[config.mk]
export PLATFORM = sky130hd
export DESIGN_NAME = pipe_load
export DESIGN_NICKNAME = d
export VERILOG_FILES = /design/src/rtl/pipe_pkg.sv /design/src/rtl/alu_stage.sv /design/src/rtl/pipe_load.sv
export SDC_FILE = /design/constraint.sdc
export NUM_CORES = 2
export LEC_CHECK = 0
export CAP_MARGIN = 10
export CELL_PAD_IN_SITES_DETAIL_PLACEMENT = 0
export CELL_PAD_IN_SITES_GLOBAL_PLACEMENT = 1
export CORE_MARGIN = 4
export CORE_UTILIZATION = 55
export DETAILED_ROUTE_END_ITERATION = 7
export GPL_TIMING_DRIVEN = 0
export PLACE_DENSITY_LB_ADDON = 0.1
export SETUP_SLACK_MARGIN = 0.15
export SYNTH_ARGS = -nofsm -noshare
export SYNTH_HDL_FRONTEND = slang
export SYNTH_HIERARCHICAL = 1
export SYNTH_SLANG_ARGS = --single-unit
[constraint.sdc]
create_clock -name clk -period 4.3 [get_ports clk]
set_input_delay 0.43 -clock clk [delete_from_list [all_inputs] [get_ports clk]]
set_output_delay 0.43 -clock clk [all_outputs]
set_load 0.1 [all_outputs]
[src/rtl/pipe_pkg.sv]
// Shared types and opcodes for the load pipeline.
// Stage bundle carries one request from S1 through S3.
package pipe_pkg;

  localparam int DW_DEF = 16;
  localparam int AW_DEF = 8;
  localparam int RW_DEF = 4;

  localparam logic [3:0] FN_PASS = 4'b0000;
  localparam logic [3:0] FN_ADD  = 4'b0001;
  localparam logic [3:0] FN_SUB  = 4'b0010;
  localparam logic [3:0] FN_AND  = 4'b0011;
  localparam logic [3:0] FN_OR   = 4'b0100;

  typedef struct packed {
    logic              valid;
    logic [RW_DEF-1:0] rd;
    logic [RW_DEF-1:0] rs;
    logic [3:0]        func;
    logic [AW_DEF-1:0] addr;
  } stage_t;

endpackage

[src/rtl/alu_stage.sv]
// Combine stage: mem word op register operand.
// Ports: func/mem/op in, res/err out (err on undefined func).
module alu_stage
  import pipe_pkg::*;
#(
  parameter int DW = DW_DEF
) (
  input  logic [3:0]    func,
  input  logic [DW-1:0] mem,
  input  logic [DW-1:0] op,
  output logic [DW-1:0] res,
  output logic          err
);

  always_comb begin
    res = '0;
    err = 1'b0;
    unique case (1'b1)
      func == FN_PASS: res = mem;
      func == FN_ADD:  res = mem + op;
      func == FN_SUB:  res = mem - op;
      func == FN_AND:  res = mem & op;
      func == FN_OR:   res = mem | op;
      default:         err = 1'b1;
    endcase
  end

endmodule

[src/rtl/pipe_load.sv]
// Four-stage load pipeline: issue, mem read, combine, writeback.
// Owns 2**AW x DW data memory (preload port) and 2**RW x DW reg file.
module pipe_load
  import pipe_pkg::*;
#(
  parameter int DW = DW_DEF,
  parameter int AW = AW_DEF,
  parameter int RW = RW_DEF
) (
  input  logic          clk,
  input  logic          rst_n,
  input  logic          in_valid,
  output logic          in_ready,
  input  logic [RW-1:0] rd,
  input  logic [RW-1:0] rs,
  input  logic [3:0]    func,
  input  logic [AW-1:0] addr,
  input  logic          mem_we,
  input  logic [AW-1:0] mem_waddr,
  input  logic [DW-1:0] mem_wdata,
  output logic          wb_valid,
  output logic [RW-1:0] wb_rd,
  output logic [DW-1:0] wb_data,
  output logic          wb_err,
  input  logic [RW-1:0] dbg_rs,
  output logic [DW-1:0] dbg_data
);

  logic [DW-1:0] mem [2**AW];
  logic [DW-1:0] rf  [2**RW];

  stage_t        s1, s2, s3;
  logic [DW-1:0] s2_mem;
  logic [DW-1:0] s3_mem;
  logic [DW-1:0] s3_op;
  logic [DW-1:0] s2_op;
  logic [DW-1:0] alu_res;
  logic          alu_err;
  logic          stall;
  logic          fwd;
  logic          wr_ok;

  // Preload write owns the single memory port.
  assign stall    = s1.valid && mem_we;
  assign in_ready = !stall;

  assign wr_ok = s3.valid && !alu_err;
  assign fwd   = wr_ok && (s3.rd == s2.rs);
  assign s2_op = fwd ? alu_res : rf[s2.rs];

  assign dbg_data = rf[dbg_rs];

  alu_stage #(.DW(DW)) u_alu (
    .func (s3.func),
    .mem  (s3_mem),
    .op   (s3_op),
    .res  (alu_res),
    .err  (alu_err)
  );

  always_ff @(posedge clk) begin
    if (mem_we)
      mem[mem_waddr] <= mem_wdata;
  end

  always_ff @(posedge clk or negedge rst_n) begin
    if (!rst_n) begin
      s1       <= '0;
      s2       <= '0;
      s3       <= '0;
      s2_mem   <= '0;
      s3_mem   <= '0;
      s3_op    <= '0;
      wb_valid <= 1'b0;
      wb_rd    <= '0;
      wb_data  <= '0;
      wb_err   <= 1'b0;
      for (int i = 0; i < 2**RW; i++)
        rf[i] <= '0;
    end else begin
      if (!stall) begin
        s1.valid <= in_valid;
        s1.rd    <= rd;
        s1.rs    <= rs;
        s1.func  <= func;
        s1.addr  <= addr;
        s2_mem   <= mem[s1.addr];
      end
      s2       <= s1;
      s2.valid <= s1.valid && !stall;
      s3       <= s2;
      s3_mem   <= s2_mem;
      s3_op    <= s2_op;
      wb_valid <= s3.valid;
      wb_rd    <= s3.rd;
      wb_err   <= s3.valid && alu_err;
      wb_data  <= wr_ok ? alu_res : '0;
      if (wr_ok)
        rf[s3.rd] <= alu_res;
    end
  end

endmodule

* Word level (Yosys, flattened, before mapping)
Memory sizes are Yosys's and may differ from the RTL's. A register that Yosys moved wholly into a read port is not among the register bits.
Cells that the tools add are included.
** Cells by class
- Add/subtract/negate cells :: 2
- $lt $le $gt $ge :: 4
- Equality and inequality tests :: 5
- Multiplexer cells :: 15
- Bitwise operators :: 5
- Reductions and logical operators :: 11
** Operators with widths (number)
- bitwise mux 256 bit :: 1
- binary-select mux 16 bit (select 4 bit) :: 2
- 2-to-1 mux 16 bit :: 7
- one-hot mux 16 bit (5 select lines) :: 1
- demux 16 bit (select 4 bit) :: 1
- adder 16 bit :: 1
- bitwise AND 16 bit :: 1
- OR 16 bit :: 1
- subtractor 16 bit :: 1
- greater-or-equal comparator 5 bit (second input constant) :: 3
- NOT 4 -> 5 bit :: 3
- == test 4 x 2 -> 1 bit (second input constant) :: 2
- logical AND 1 bit :: 6
- < comparator 5 x 1 -> 1 bit (second input constant) :: 1
- OR reduction 5 bit :: 1
- == test 4 x 1 -> 1 bit (second input constant) :: 1
- == test 4 x 3 -> 1 bit (second input constant) :: 1
- == test 4 bit :: 1
- logical NOT 4 bit :: 1
- logical NOT 1 bit :: 3
- 2-to-1 mux 1 bit :: 3
** Storage, ports and cells
- Flip-flop bits (word level) :: 353
- RAM bits :: 4096
- Input bits :: 52
- Output and inout bits :: 39
- Memories :: 1
** Memory list
- mem :: depth 256, bits a word 16, read ports 1, clocked after Yosys merged registers in 1, write ports 1, line pipe_load.sv:29 : logic [DW-1:0] mem [2**AW];

* Logic depth before layout (Yosys ltp)
- Word-level depth :: 6
- Mapped depth :: 16

* Hierarchy
The synthesis kept the hierarchy.
** Modules (own cells, without submodules)
- pipe_load :: times used 1, cells each 8549, area an instance 174222.1 µm², seq. area each 132231.8 µm²
- alu_stage :: times used 1, cells each 243, area an instance 1644.1 µm², seq. area each 0.0 µm²

* Worst setup path after synthesis
OpenSTA, ideal clock, no wires.
- Path kind :: reg2reg
- Start point :: register, netlist name s3[11]
- End point :: register rf[127] (netlist name)
- Arrival :: 3.460 ns
- Required time :: 4.235 ns
- Path slack :: 0.775 ns
- Cell stages (with the launch flop) :: 15
- Path buffers :: 3
- Cells stage by stage :: dfrtp_1 -> clkbuf_1 -> or3_1 -> o21ai_0 -> xor2_1 -> ha_1 -> buf_2 -> nand4_1 -> or2_1 -> o2111ai_2 -> a21boi_0 -> o211a_1 -> a211oi_1 -> clkbuf_1 -> mux2_2
** Between the ends
- Word-level cells in the longest chain between the ends :: 3
** RTL lines
- == test 4 x 3 -> 1 bit (tied with other cells) :: line alu_stage.sv:23 : func == FN_OR: res = mem | op;
- one-hot mux 16 bit (5 select lines) * :: line alu_stage.sv:18 : unique case (1'b1)
- net alu_res[15] :: line pipe_load.sv:37 : logic [DW-1:0] alu_res;
- bitwise mux 256 bit * :: line pipe_load.sv:99 : rf[s3.rd] <= alu_res;
- end signal: indexed assignment :: line pipe_load.sv:99
- end: declaration :: line pipe_load.sv:30 : logic [DW-1:0] rf [2**RW];
The timed path passes the listed nets; every way through them passes the cells marked *.
A chain may end at the register's enable or synchronous reset.

==> impl_metrics.py <==
metrics = {
    "detailed_routing": {
        "drt_iter0_drc": 12110,
        "post_drt_wl_per_cell_um": 36.22,
        "drt-total-wl_um": 513700,
        "vias": 93340,
        "ant_nets": 0,
        "routed_via_density": 6.582,
        "firstDrtPassIters": 6,
        "drc_errors": 0,
    },
    "setup_path": {
        "critPathMaxFanout": 10,
        "end_kind": "flip-flop",
        "startpoint_type": "flip-flop",
        "cp.required_ns": 5.19,
        "arrival_ns": 5.16,
        "crit_type": "flip-flop to flip-flop",
    },
    "timing": {
        "finalHoldViolations": 0,
        "slew_viol_final": 0,
        "fin_ws_ns": 0.03122,
        "tns_ns": 0,
        "setup_viol": 0,
        "max_freq_ghz": 0.2343,
        "worstMarginPinSlew_ns": 1.450,
        "rsz0062_at_grt": "true",
        "layout_min_cycle_time_ns": 4.269,
        "slew_headroom_pct": 3.346,
        "skew_ns": 0.03931,
        "fin_crit_sh_pct": 99.27,
    },
    "power": {
        "powerDensity_nw_per_um2": 490.3,
        "ir_worst_vdd_mv": 0.4097,
        "power.leakage_nw": 68.29,
    },
    "synth": {
        "syn_area_um2": 175900,
        "syn_inst": 8792,
        "synth_largest_area_cell": "edfxtp_1",
        "ys_ff_latch": 4465,
        "ys_types": 74,
        "ys.flop_type": "edfxtp_1",
        "synth_top_area_share_pct": 69.94,
        "yosys_warnings": 6,
        "avgSynthCellArea_um2": 20.00,
        "synth_edf_count": 4096,
        "yosysMostFrequentCell": "edfxtp_1",
        "async_reset_ff_share_pct": 8.264,
        "synth_commonest_cells": "edfxtp_1 (4,096), mux2i_1 (866), mux4_2 (799)",
        "ys_seq_area_share_pct": 75.19,
        "synth_nets": 8863,
        "synthTopCellsByArea": "edfxtp_1 (70%), mux4_2 (10%), dfrtp_1 (5.3%)",
    },
    "global_route": {
        "antenna_found_initial": 36,
        "grt_pass1_vias": 91480,
        "grt_first_pass_wirelength_um": 713200,
        "gr-total-overflow": 0,
        "grt_max_degree": 140,
        "met2_usage_pct": 46.96,
        "grt_use_total_pct": 30.90,
        "grt.busiest_layer": "met2",
        "grt.met3_usage_pct": 6.837,
        "grt.met1_usage_pct": 43.21,
    },
    "placement": {
        "hpwl_um": 352300,
        "place_congestion": 0.9537,
        "preCtsSetupSlack_ns": -1.518,
        "numPortBuffers": 82,
    },
    "clock_network": {
        "insertion_delay_ns": 1.02,
        "clockRootBuffer": "clkbuf_16",
        "clock_tree.buffer_depth": 4,
        "path_clk_slew_ns": 0.07,
        "numClockSinks": 4465,
        "cts_tree": "done",
        "htreeDepth": 5,
        "cts_made_buffers": 447,
    },
    "floorplanning": {
        "core.rowCount": 207,
        "ioPinCount": 91,
        "die_h_um": 573.5,
        "die_w_um": 573.5,
        "start_util_pct": 55.30,
        "die_area_um2": 328900,
        "coreArea_um2": 318100,
    },
    "layout": {
        "n_fill_cell": 21560,
        "nets": 9674,
        "syn_to_final_growth_pct": 15.36,
        "drive_gt1_share_pct": 26.92,
    },
    "hold_path": {
        "min_path_type": "primary input to flip-flop",
    },
    "outcome": {
        "status": "finished, final reports clean",
    },
    "job": {
        "maxCapViolations": 0,
    },
}
-- path summary, 6_finish.rpt --
check | startpoint | endpoint | slack (ns) | cells after the start
worst min-delay path | mem_wdata[10] | mem[118][10] | 0.06 | 2
worst max register to register | s1[1] | s2_mem[8] | 0.03 | 11
max in group asynchronous | rst_n | rf[169] | 2.39 | 6
min in group asynchronous | rst_n | s1[4] | 0.46 | 3
worst max-delay path | s1[1] | s2_mem[8] | 0.03 | 11
worst min register to register | s2[11] | s3[11] | 0.34 | 0
-- cells in the final DEF, fill, tap and decap left out, drive strengths merged, types with 51 or more instances in the layout --
| cell type | count |
|---|---|
| mux2 | 293 |
| nor2 | 311 |
| nand2 | 205 |
| edfxtp | 4096 |
| clkinv | 202 |
| buf | 526 |
| a21oi | 67 |
| o21ai | 101 |
| mux2i | 866 |
| a31oi | 51 |
| nand3 | 66 |
| a22oi | 271 |
| clkbuf | 859 |
| mux4 | 799 |
| clkdlybuf4s50 | 58 |
| a221oi | 142 |
| o22ai | 69 |
| nand4 | 60 |
| dfrtp | 369 |
-- registers in the layout (all words and copies together) (netlist names) --
register,count
mem,4096
rf,256
s1,21
s2_mem,16
s3_mem,16
s3_op,16
wb_data,16
s2,13
s3,9
wb_rd,4
wb_err,1
wb_valid,1
-- stage by stage --
stage	hold WS [ns]	util (%)	std cells	cell area, um2	total power [mW]
global route	0.04803	63.78	14170	202900	102.2
detailed placement	0.3364	58.64	13300	186500	60.42
finish	0.05789	63.79	14180	202900	99.47
global placement	0.3346	57.20	13050	181900	60.59
floorplan	0.1344	-	8792	175900	55.56
CTS	0.003949	63.69	14160	202600	99.64
-- power by group --
group	total, mW	leakage, nW	internal (mW)	switching, mW
combinational	11.7	19.3	4.17	7.56
sequential	48.5	41.7	48.0	0.475
clock	39.3	7.25	22.8	16.5
total	99.5	68.3	74.9	24.6
-- logic make-up after synthesis --
logic type	after synthesis	synth area share (%)
AND/OR/NAND/NOR	821	2.189
flip-flops	4465	75.19
buffers and inverters	579	1.495
multiplexers	1958	17.04
AO/OA/AOI/OAI	925	3.826
XOR/XNOR	25	0.1245
adder cells (fa/ha/maj)	19	0.1394
-- layer usage --
layer  vias to the layer above  wire (um)
li1                      38050          -
met1                     49550     199800
met2                      4803     236100
met3                       935      49040
met4                         6      28630
met5                         -         46
-- worst max-delay path: stages, from the launching register on --
cell and delay [ns]:
dfrtp_1 0.57, clkbuf_4 0.34, buf_4 0.31, buf_4 0.41, buf_2 0.48, mux2i_1 0.15
a22oi_1 0.30, nand4_1 0.44, o31ai_2 0.61, nor4_1 0.09, buf_2 0.22, o32ai_1 0.15
-- timing repair --
item                                    in CTS  in global routing
hold buffers                                20                  0
endpoints found under the hold margin      692                  0
pin swaps                                    7                  6
endpoints found under the setup margin     184                113
gates resized for setup                    278                 78
buffers inserted                             5                  4
-- area by class of cell --
class                   count  area [um2]  share of cell area (%)
multi-input cells        3748       42410                   20.90
inverters                  13       48.80                 0.02405
diodes                     17       42.54                 0.02097
clock buffers             550       12020                   5.924
flip-flops and latches   4465      132200                   65.18
plain buffers             564        3004                   1.481
well taps                4180        5230                   2.578
repair buffers            364        5125                   2.526
clock inverters           280        2771                   1.366
No activity file was read; power rests on OpenSTA's default activity.
